--- config.mk ---
export PLATFORM = sky130hd
export DESIGN_NAME = pm_pkt_arbiter
export DESIGN_NICKNAME = d
export VERILOG_FILES = /design/src/rtl/pm_pkt_arbiter.sv
export SDC_FILE = /design/constraint.sdc
export NUM_CORES = 1
export LEC_CHECK = 0
export ABC_AREA = 1
export CAP_MARGIN = 20
export CORE_AREA = 10 10 656 658
export CTS_CLUSTER_SIZE = 28
export DETAILED_ROUTE_END_ITERATION = 6
export DIE_AREA = 0 0 666 668
export SLEW_MARGIN = 20
export SYNTH_ARGS = -nofsm -noshare
export SYNTH_HDL_FRONTEND = slang
export SYNTH_SLANG_ARGS = --single-unit
--- constraint.sdc ---
create_clock -name Clk -period 2 [get_ports Clk]
set_input_delay 0.3 -clock Clk [delete_from_list [all_inputs] [get_ports Clk]]
set_output_delay 0.3 -clock Clk [all_outputs]
set_load 0.01 [all_outputs]
--- src/rtl/pm_pkt_arbiter.sv ---
// Two-source Avalon-ST packet arbiter: packet-atomic round-robin grant onto one
// output stream, with packet and missing-sop counters.
module pm_pkt_arbiter #(
    parameter int unsigned DATA_WIDTH  = 512,
    parameter int unsigned EMPTY_WIDTH = 6
) (
    input  logic                   Clk,
    input  logic                   Rst_n,

    input  logic [DATA_WIDTH-1:0]  in0_data,
    input  logic [EMPTY_WIDTH-1:0] in0_empty,
    input  logic                   in0_sop,
    input  logic                   in0_eop,
    input  logic                   in0_valid,
    output logic                   in0_ready,

    input  logic [DATA_WIDTH-1:0]  in1_data,
    input  logic [EMPTY_WIDTH-1:0] in1_empty,
    input  logic                   in1_sop,
    input  logic                   in1_eop,
    input  logic                   in1_valid,
    output logic                   in1_ready,

    output logic [DATA_WIDTH-1:0]  out_data,
    output logic [EMPTY_WIDTH-1:0] out_empty,
    output logic                   out_sop,
    output logic                   out_eop,
    output logic                   out_valid,
    input  logic                   out_ready,

    output logic [31:0]            stats_in0_pkt,
    output logic [31:0]            stats_in1_pkt,
    output logic [31:0]            stats_out_pkt,
    output logic [31:0]            stats_nosop
);

    typedef enum logic [1:0] {
        IDLE = 2'd0,
        GNT0 = 2'd1,
        GNT1 = 2'd2
    } state_t;

    state_t state_q;
    state_t state_d;
    logic   last_gnt_q;
    logic   first_q;
    logic   out_xfer;

    assign out_xfer = out_valid & out_ready;

    // Grant decision and combinational mux of the granted source onto out.
    always_comb begin
        state_d   = state_q;
        in0_ready = 1'b0;
        in1_ready = 1'b0;
        out_data  = '0;
        out_empty = '0;
        out_sop   = 1'b0;
        out_eop   = 1'b0;
        out_valid = 1'b0;
        case (state_q)
            IDLE: begin
                if (in0_valid && in1_valid) begin
                    state_d = last_gnt_q ? GNT0 : GNT1;
                end else if (in0_valid) begin
                    state_d = GNT0;
                end else if (in1_valid) begin
                    state_d = GNT1;
                end
            end
            GNT0: begin
                out_data  = in0_data;
                out_empty = in0_empty;
                out_sop   = in0_sop;
                out_eop   = in0_eop;
                out_valid = in0_valid;
                in0_ready = out_ready;
                if (in0_valid && out_ready && in0_eop) begin
                    state_d = IDLE;
                end
            end
            GNT1: begin
                out_data  = in1_data;
                out_empty = in1_empty;
                out_sop   = in1_sop;
                out_eop   = in1_eop;
                out_valid = in1_valid;
                in1_ready = out_ready;
                if (in1_valid && out_ready && in1_eop) begin
                    state_d = IDLE;
                end
            end
            default: state_d = IDLE;
        endcase
    end

    // State, round-robin history and first-beat-of-grant marker.
    always_ff @(posedge Clk or negedge Rst_n) begin
        if (!Rst_n) begin
            state_q    <= IDLE;
            last_gnt_q <= 1'b1;
            first_q    <= 1'b0;
        end else begin
            state_q <= state_d;
            if (state_q == IDLE && state_d == GNT0) begin
                last_gnt_q <= 1'b0;
            end else if (state_q == IDLE && state_d == GNT1) begin
                last_gnt_q <= 1'b1;
            end
            if (state_q == IDLE) begin
                first_q <= (state_d != IDLE);
            end else if (out_xfer) begin
                first_q <= 1'b0;
            end
        end
    end

    // Free-running wrapping counters.
    always_ff @(posedge Clk or negedge Rst_n) begin
        if (!Rst_n) begin
            stats_in0_pkt <= '0;
            stats_in1_pkt <= '0;
            stats_out_pkt <= '0;
            stats_nosop   <= '0;
        end else begin
            if (in0_valid && in0_ready && in0_eop) begin
                stats_in0_pkt <= stats_in0_pkt + 32'd1;
            end
            if (in1_valid && in1_ready && in1_eop) begin
                stats_in1_pkt <= stats_in1_pkt + 32'd1;
            end
            if (out_xfer && out_eop) begin
                stats_out_pkt <= stats_out_pkt + 32'd1;
            end
            if (out_xfer && first_q && !out_sop) begin
                stats_nosop <= stats_nosop + 32'd1;
            end
        end
    end

endmodule

==> results of run 1 <==
## flip-flops by register name, summed over array words and instances (netlist names)
| signal | cells |
|---|---|
| first_q | 1 |
| stats_out_pkt | 32 |
| state_q | 2 |
| stats_nosop | 32 |
| stats_in0_pkt | 32 |
| stats_in1_pkt | 32 |
| last_gnt_q | 1 |
## power breakdown
part	internal (mW)	total [mW]	leakage (nW)	switching [mW]
logic	20.3	48.3	15.5	28.0
clock network	2.48	4.15	0.347	1.66
registers	2.85	3.05	1.74	0.194
## worst max-delay path by stage
| stage | from | endpoint | slack [ns] |
|---|---|---|---|
| 6_report | state_q[1] | out_data[451] | -0.91 |
| 5_1_grt | state_q[0] | out_data[113] | -0.98 |
| 4_1_cts | state_q[0] | out_data[110] | -1.03 |
| 3_5_place_dp | state_q[1] | out_data[155] | -0.92 |
| 3_3_place_gp | state_q[1] | out_data[155] | -0.95 |
| 2_1_floorplan | state_q[1] | out_data[102] | 0.04 |
## kinds of logic (layout without fill, tap and decap cells)
kind of cell / Yosys count / in the layout / synth area share
flip-flops: 132 / 132 / 0.217
XOR/XNOR: 72 / 72 / 0.0414
AND/OR/NAND/NOR: 1855 / 1855 / 0.484
adder cells (fa/ha/maj): 8 / 8 / 0.00658
buffers and inverters: 305 / 2345 / 0.0770
AO/OA/AOI/OAI: 528 / 528 / 0.174
other: 0 / 143 / 0
## metrics by stage
step	std cells	area [sq um]	worst slack, ns
global route	10600	48400	-0.976
CTS	10400	46700	-1.03
detailed placement	10300	44100	-0.924
floorplan	2900	15200	0.0434
finish	10600	48400	-0.906
global placement	10300	44100	-0.945
## routing by layer
metal / part of all wire / vias up / wire length (um) / track usage
li1: - / 13400 / - / -
met1: 0.34 / 14200 / 138000 / 0.174
met2: 0.48 / 2018 / 193000 / 0.293
met3: 0.14 / 694 / 58000 / 0.104
met4: 0.036 / 112 / 14700 / 0.0524
met5: 0.0018 / - / 735 / 0
## what timing repair did
action,in CTS,in global routing
setup buffers,49,48
setup endpoints to repair,655,655
hold buffers,1,0
pin swaps,23,75
gates cloned,18,12
resized for setup,472,581
endpoints found under the hold margin,36,0
## cells in the final DEF, fill, tap and decap left out, types with 31 or more instances in the layout
cell type,synthesis,layout
a21oi_1,519,346
a21oi_2,0,108
a21oi_4,0,65
buf_12,0,308
buf_16,0,34
buf_2,9,77
buf_4,2,421
buf_6,1,71
clkbuf_16,0,37
clkdlybuf4s50_1,0,1168
dfrtp_1,131,131
diode_2,0,143
dlygate4sd2_1,0,50
inv_1,116,114
nand2_1,1524,1436
nand2_2,2,59
nand2_4,0,31
nand3_1,63,63
nor2_1,157,157
nor3_1,42,42
xnor2_1,32,32
xor2_1,40,40
## area by class of cell
class,instances,area (sq um)
inverter,121,470
clock inverter,3,45.0
tap,5497,6880
fill,48600,368000
sequential,132,3300
timing repair buffer,2191,24400
antenna,143,358
clock buffer,30,674
multi-input combinational,2463,12300
==> metrics.cfg, run 1 <==
[run_status]
status=complete, but fails checks
violations=negative setup slack

[detailed_routing]
ant_nets=0
drcViolationCount=0
drt-pass1-iter-count=6
num_vias=30400
post_drt_wl_per_cell_um=38.3
viasPerCell=2.87
drtIter0Drc=2444
drt_wl_total_mm=405

[pwr]
vdd_drop_max_mv=0.755
p_total_mw=55.4
p_per_area_mw_per_mm2=1140
p_leak_nw=17.6

[timing]
setup_ws_ns=-0.906
fmax_mhz=344
finalCritPeriodShare=1.45
relSlewSlack=0.699
hold_viol=0
min_period_ns=2.91
finalClockSkew_ns=0.0302
rsz0062_at_grt=true
setup_viol=627
tightest_slew_ns=0.448
drv_slew=0
holdWs_ns=0.262
final.setup.tns_ns=-391.20

[synthesis]
synth_edf_count=0
synth_area_sq_mm=0.0152
syn_inst=2900
synth_ff_type=dfrtp_1
synth.area.top_cells=nand2_1, dfrtp_1, a21oi_1
yosysTopAreaCellShare=0.376
syn_nets=3953
synth_seq_cells=132
synth_area_per_cell_sq_um=5.25
synthTopCellsByCount=nand2_1, a21oi_1, clkbuf_1
ys_types=30
synth_most_common_cell=nand2_1
yosysSeqAreaShare=0.217
synth_warnings=0
synth-async-reset-ratio=1.00
synth_top_cell_by_area=nand2_1

[floorplanning]
die_w_um=666
dieArea_sq_mm=0.445
initial_core_util=0.0365
num_rows=237
core_sq_mm=0.416
die_h_um=668
num_io_pins=1696

[worst_setup_path]
crit_buf_inv=9
crit_chain=buf_4, ha_4, buf_12, buf_16, buf_12, buf_12, buf_12, clkbuf_16, nand2_1, a21oi_2, buf_6, buf_12
reg2reg_from=state_q[0]
cp_max_fo=9
reg2reg_to=stats_nosop[23]
path_depth=12
cpMostUsedCell=buf_12
required_ns=1.70
setup.worst_path.end_class=output pin
cpMaxStageDelayCell=dfrtp_1
crit_type=reg -> out
cp_top_family=buffers and inverters
rrSetupSlack_ns=-0.41
worstPathArrival_ns=2.61
start_kind=flip-flop
critPathMaxStageDelay_ns=0.40
r2r_cells=14

[final_layout]
utilization=0.116
final_nets=5987
area_growth_pct=218
final_layout_size_suffix_gt1_frac=0.262

[placement]
gp_congestion=0.977
portBuffers=1695
dp_hpwl_mm=373

[global_route]
grt_antenna_before_repair=327
first_global_vias=28800
overflow=0
grt_pass1_wl_mm=462
grt_util_all_layers=0.171
grt_max_degree=61

[clock_network]
cts_tree=yes
clkSlewWorstSetupHoldPaths_ns=0.09
cts.sinks=132
cts_buffers=25
max-clock-path-buffers=3
cts-root-buf=clkbuf_16
clk_latency_ns=0.53
cts-htree-levels=4

[run]
drv_cap=0

[hold_path]
hp-class=in -> async

(Power assumes the default switching activity.)
==> run 2: changes to the inputs <==
CORE_AREA = 10 10 654 656   (was 10 10 656 658)
DIE_AREA = 0 0 664 666   (was 0 0 666 668)
clock period = 3.7 ns   (was 2 ns; I/O delays follow)
==> run 2 against run 1 <==
Compared with the run above:
- the run now ends clean
- clock-buffer cell count down 1
- largest power group unchanged
- critical endpoint is now out_data[69]
- wire length down 2.0%
- combinational power down 58%
- sequential share of layout area up 1.0 points
- sequential power down 45%
- global-route usage down 0.18 points
- non-clock buffer count down 382
- register-to-register slack better by 1.0 ns
- worst setup slack better by 0.97 ns
- hold slack worse by 0.24 ns
- largest cell class unchanged
- clock power down 48%
==> metrics.cfg, run 2 (synthesis results as in run 1) <==
[timing]
finalCritPeriodShare=0.983
drv_slew=0
setup_viol=0
finalClockSkew_ns=0.0226
relSlewSlack=0.398
hold_viol=0
final.setup.tns_ns=0
min_period_ns=3.64
tightest_slew_ns=0.900
fmax_mhz=275
rsz0062_at_grt=true
holdWs_ns=0.0200

[clock_network]
cts-htree-levels=4
cts_buffers=25
clkSlewWorstSetupHoldPaths_ns=0.07
cts-root-buf=clkbuf_16
clk_latency_ns=0.51
cts_tree=yes
cts_hold_buf=0
cts.sinks=132
max-clock-path-buffers=3

[placement]
dp.cells=10000
dp_hpwl_mm=372
post_dp_cell_area_sq_mm=0.0410
portBuffers=1695
gp_congestion=0.990

[worst_setup_path]
r2r_cells=11
setup.worst_path.end_class=output pin
crit_type=reg -> out
cp_max_fo=37
worstPathArrival_ns=3.08
start_kind=flip-flop
required_ns=3.14

[pwr]
p_switching_mw=14.0
p_int_mw=10.1
p_sw_frac=0.580
p_total_mw=24.1
p_per_area_mw_per_mm2=570
vdd_drop_max_mv=0.343
pwr-share-seq=0.070
power_frac_clock=0.090
p_leak_nw=14.0
combinationalPowerShare=0.840

[final_layout]
area_growth_pct=178
instances_no_fill=10200
final_cell_area_sq_mm=0.0423
final_nets=5606
final_common_cell=nand2_1
final.fill_count=48500
final_layout_size_suffix_gt1_frac=0.110
final_cell_mix=nand2_1, clkdlybuf4s50_1, a21oi_1, buf_12, buf_4

[floorplanning]
die_w_um=664
dieArea_sq_mm=0.442
num_rows=237
core_sq_mm=0.415
die_h_um=666
num_io_pins=1696
initial_core_util=0.0367

[global_route]
grt_max_degree=78
top_usage_layer=met2
grt_antenna_before_repair=346
met1_usage=0.176
use_met3=0.0904
first_global_vias=27300
grt_util_all_layers=0.169
grt_pass1_wl_mm=455
overflow=0
met2_usage=0.298

[detailed_routing]
drt-pass1-iter-count=5
num_vias=28400
post_drt_wl_per_cell_um=39.1
drt_wl_total_mm=397
drcViolationCount=0
viasPerCell=2.80
ant_nets=0
drtIter0Drc=2177

[run_status]
status=complete, no violations

[hold_path]
hp-class=in -> async

[run]
drv_cap=0

run 2: worst paths after layout:
check	end	startpoint	slack, ns
min in group Clk	last_gnt_q	last_gnt_q	0.51
hold reg to reg	last_gnt_q	last_gnt_q	0.51
setup / recovery	out_data[69]	state_q[0]	0.06
setup reg to reg	stats_out_pkt[8]	state_q[0]	0.62
max in group asynchronous	stats_nosop[20]	Rst_n	2.80
hold / removal	stats_in0_pkt[18]	Rst_n	0.02
run 2: area by class of cell:
class | instances | area [sq um] | share of cell area
antenna | 95 | 238 | 0.00562
clock inverter | 4 | 45.0 | 0.00107
timing repair buffer | 1809 | 19600 | 0.465
multi-input combinational | 2463 | 11000 | 0.261
timing repair inverter | 1 | 8.76 | 0.000207
inverter | 121 | 470 | 0.0111
clock buffer | 29 | 661 | 0.0156
tap | 5497 | 6880 | 0.163
sequential | 132 | 3310 | 0.0782
run 2: layer usage:
layer	vias up	part of all wire
met2	1763	0.48
met1	13300	0.36
li1	12600	-
met3	653	0.12
met5	-	0.0021
met4	126	0.035
run 2: worst max-delay path, cell delays in order (launching register included):
cell and delay [ns]:
dfrtp_2 0.46, inv_1 0.18, ha_4 0.24, buf_12 0.26
buf_12 0.26, nand2_1 0.16, a21oi_4 0.29, clkdlybuf4s50_1 0.61
run 2: metrics by stage:
| step | utilization | setup slack [ns] |
|---|---|---|
| floorplan | - | 1.49 |
| global placement | 0.0987 | 0.0816 |
| detailed placement | 0.0987 | 0.113 |
| CTS | 0.101 | -0.0277 |
| global route | 0.102 | -0.00284 |
| finish | 0.102 | 0.0638 |
run 2: power groups by stage:
stage / sequential (mW) / combinational [mW] / clock, mW
final: 1.69 / 20.2 / 2.17
after global routing: 1.71 / 21.7 / 2.30
after CTS: 1.69 / 21.0 / 2.27
after detailed placement: 1.72 / 20.6 / 0
after global placement: 1.72 / 20.7 / 0
after floorplan: 1.70 / 5.43 / 0
run 2: repair_timing:
action	CTS	global route
pin swaps	0	1
buffers inserted	1	2
setup endpoints to repair	245	22
cloned	1	1
gates resized for setup	61	11
==> run 3: changes to the inputs <==
SKIP_LAST_GASP = 1   (was not set)
==> run 3 against run 2 <==
Compared with the run above:
- global-route usage hardly changed
- core utilization hardly changed
- die area stayed put
- clock power hardly changed
- maximum frequency is 0.28% lower
- clock-buffer cell count stayed put
- combinational power hardly changed
- critical path depth stayed put
- largest cell class unchanged
==> metrics.cfg, run 3 (synthesis results as in run 1) <==
[clock_network]
clkSlewWorstSetupHoldPaths_ns=0.07
cts-htree-levels=4
max-clock-path-buffers=3
cts_tree=yes
clk_latency_ns=0.52
cts_hold_buf=0
cts-root-buf=clkbuf_16
cts.sinks=132
cts_buffers=25

[worst_setup_path]
r2r_cells=11
worstPathArrival_ns=3.09
rrSetupSlack_ns=0.65
critPathMaxStageDelay_ns=0.62
reg2reg_to=stats_out_pkt[8]
required_ns=3.14
cp_top_family=buffers and inverters
crit_type=reg -> out
setup.worst_path.end_class=output pin
cp_max_fo=43
start_kind=flip-flop
crit_chain=inv_2, ha_4, buf_16, buf_6, nand2_1, a21oi_4, clkdlybuf4s50_1
reg2reg_from=state_q[0]
cpMaxStageDelayCell=clkdlybuf4s50_1
crit_buf_inv=4

[pwr]
p_switching_mw=14.0
p_sw_frac=0.580
pwr-share-seq=0.070
combinationalPowerShare=0.840
p_per_area_mw_per_mm2=571
vdd_drop_max_mv=0.345
p_leak_nw=14.0
p_int_mw=10.1
power_frac_clock=0.090

[timing]
setup_viol=0
rsz0062_at_grt=true
min_period_ns=3.65
fmax_mhz=274
drv_slew=0
relSlewSlack=0.398
holdWs_ns=0.0157
hold_viol=0
final.setup.tns_ns=0
finalClockSkew_ns=0.0241
tightest_slew_ns=0.900
finalCritPeriodShare=0.985

[floorplanning]
initial_core_util=0.0367
num_io_pins=1696
die_w_um=664
core_sq_mm=0.415
num_rows=237
die_h_um=666
dieArea_sq_mm=0.442

[final_layout]
final_common_cell=nand2_1
area_growth_pct=178
final_nets=5606
final_layout_size_suffix_gt1_frac=0.110
final_cell_mix=nand2_1, clkdlybuf4s50_1, a21oi_1, buf_12, buf_4
final.fill_count=48500
final_cell_area_sq_mm=0.0422

[global_route]
grt_max_degree=78
grt_pass1_wl_mm=455
overflow=0
grt_util_all_layers=0.169
first_global_vias=27300
grt_antenna_before_repair=346

[placement]
portBuffers=1695
post_dp_cell_area_sq_mm=0.0410
dp_hpwl_mm=372
gp_congestion=0.990

[detailed_routing]
drt_wl_total_mm=397
drtIter0Drc=2273
post_drt_wl_per_cell_um=39.2
viasPerCell=2.82
ant_nets=0
drcViolationCount=0
num_vias=28600
drt-pass1-iter-count=5

[hold_path]
hp-class=in -> async

[run_status]
status=complete, no violations

[run]
drv_cap=0

[run 3: changes by cell type in the layout (fill, tap and decap cells not counted), sizes merged]
cell,delta
dlymetal6s2s,-1
diode,-11
clkdlybuf4s50,+1
[run 3: cell type report]
class,count,area (sq um),area share
repair buffers,1809,19600,0.465
multi-input cells,2463,11000,0.261
well taps,5497,6880,0.163
flip-flops and latches,132,3310,0.0783
clock buffers,29,661,0.0156
inverters,121,470,0.0111
diodes,84,210,0.00498
clock inverters,4,45.0,0.00107
repair inverters,1,8.76,0.000207
[run 3: timing repair]
action / 4_1_cts / 5_1_grt
gates resized for setup: 55 / 13
setup endpoints to repair: 245 / 124
buffers inserted: 1 / 2
pin swaps: 0 / 1
cloned: 1 / 1
[run 3: metal layers]
metal	global-route usage	vias to the layer above	share of wire
met3	0.0905	679	0.12
met2	0.299	1841	0.48
met4	0.0413	122	0.035
met5	0	-	0.0020
li1	-	12500	-
met1	0.176	13400	0.36
[run 3: worst max path at each step]
stage                    start             to  slack [ns]  depth (start not counted)
floorplan           state_q[1]  out_data[102]        1.49                          7
global placement    state_q[0]  out_data[217]        0.08                          6
detailed placement  state_q[0]  out_data[217]        0.11                          6
CTS                 state_q[0]  out_data[247]       -0.18                          7
global route        state_q[0]  out_data[247]       -0.08                          7
finish              state_q[1]   out_data[61]        0.05                          7
[run 3: power by group through the flow]
stage / clock network [mW] / registers (mW) / logic [mW]
6_report: 2.17 / 1.69 / 20.2
5_1_grt: 2.30 / 1.71 / 21.7
4_1_cts: 2.27 / 1.69 / 20.9
3_5_place_dp: 0 / 1.72 / 20.6
3_3_place_gp: 0 / 1.72 / 20.7
2_1_floorplan: 0 / 1.70 / 5.43
[run 3: per-stage QoR]
step | setup slack (ns) | total power, mW | std cells | utilization
after floorplan | 1.49 | 7.13 | 2900 | -
after global placement | 0.0816 | 22.4 | 10000 | 0.0987
after detailed placement | 0.113 | 22.3 | 10000 | 0.0987
after CTS | -0.182 | 24.9 | 10100 | 0.101
after global routing | -0.0808 | 25.7 | 10100 | 0.102
final | 0.0537 | 24.1 | 10100 | 0.102
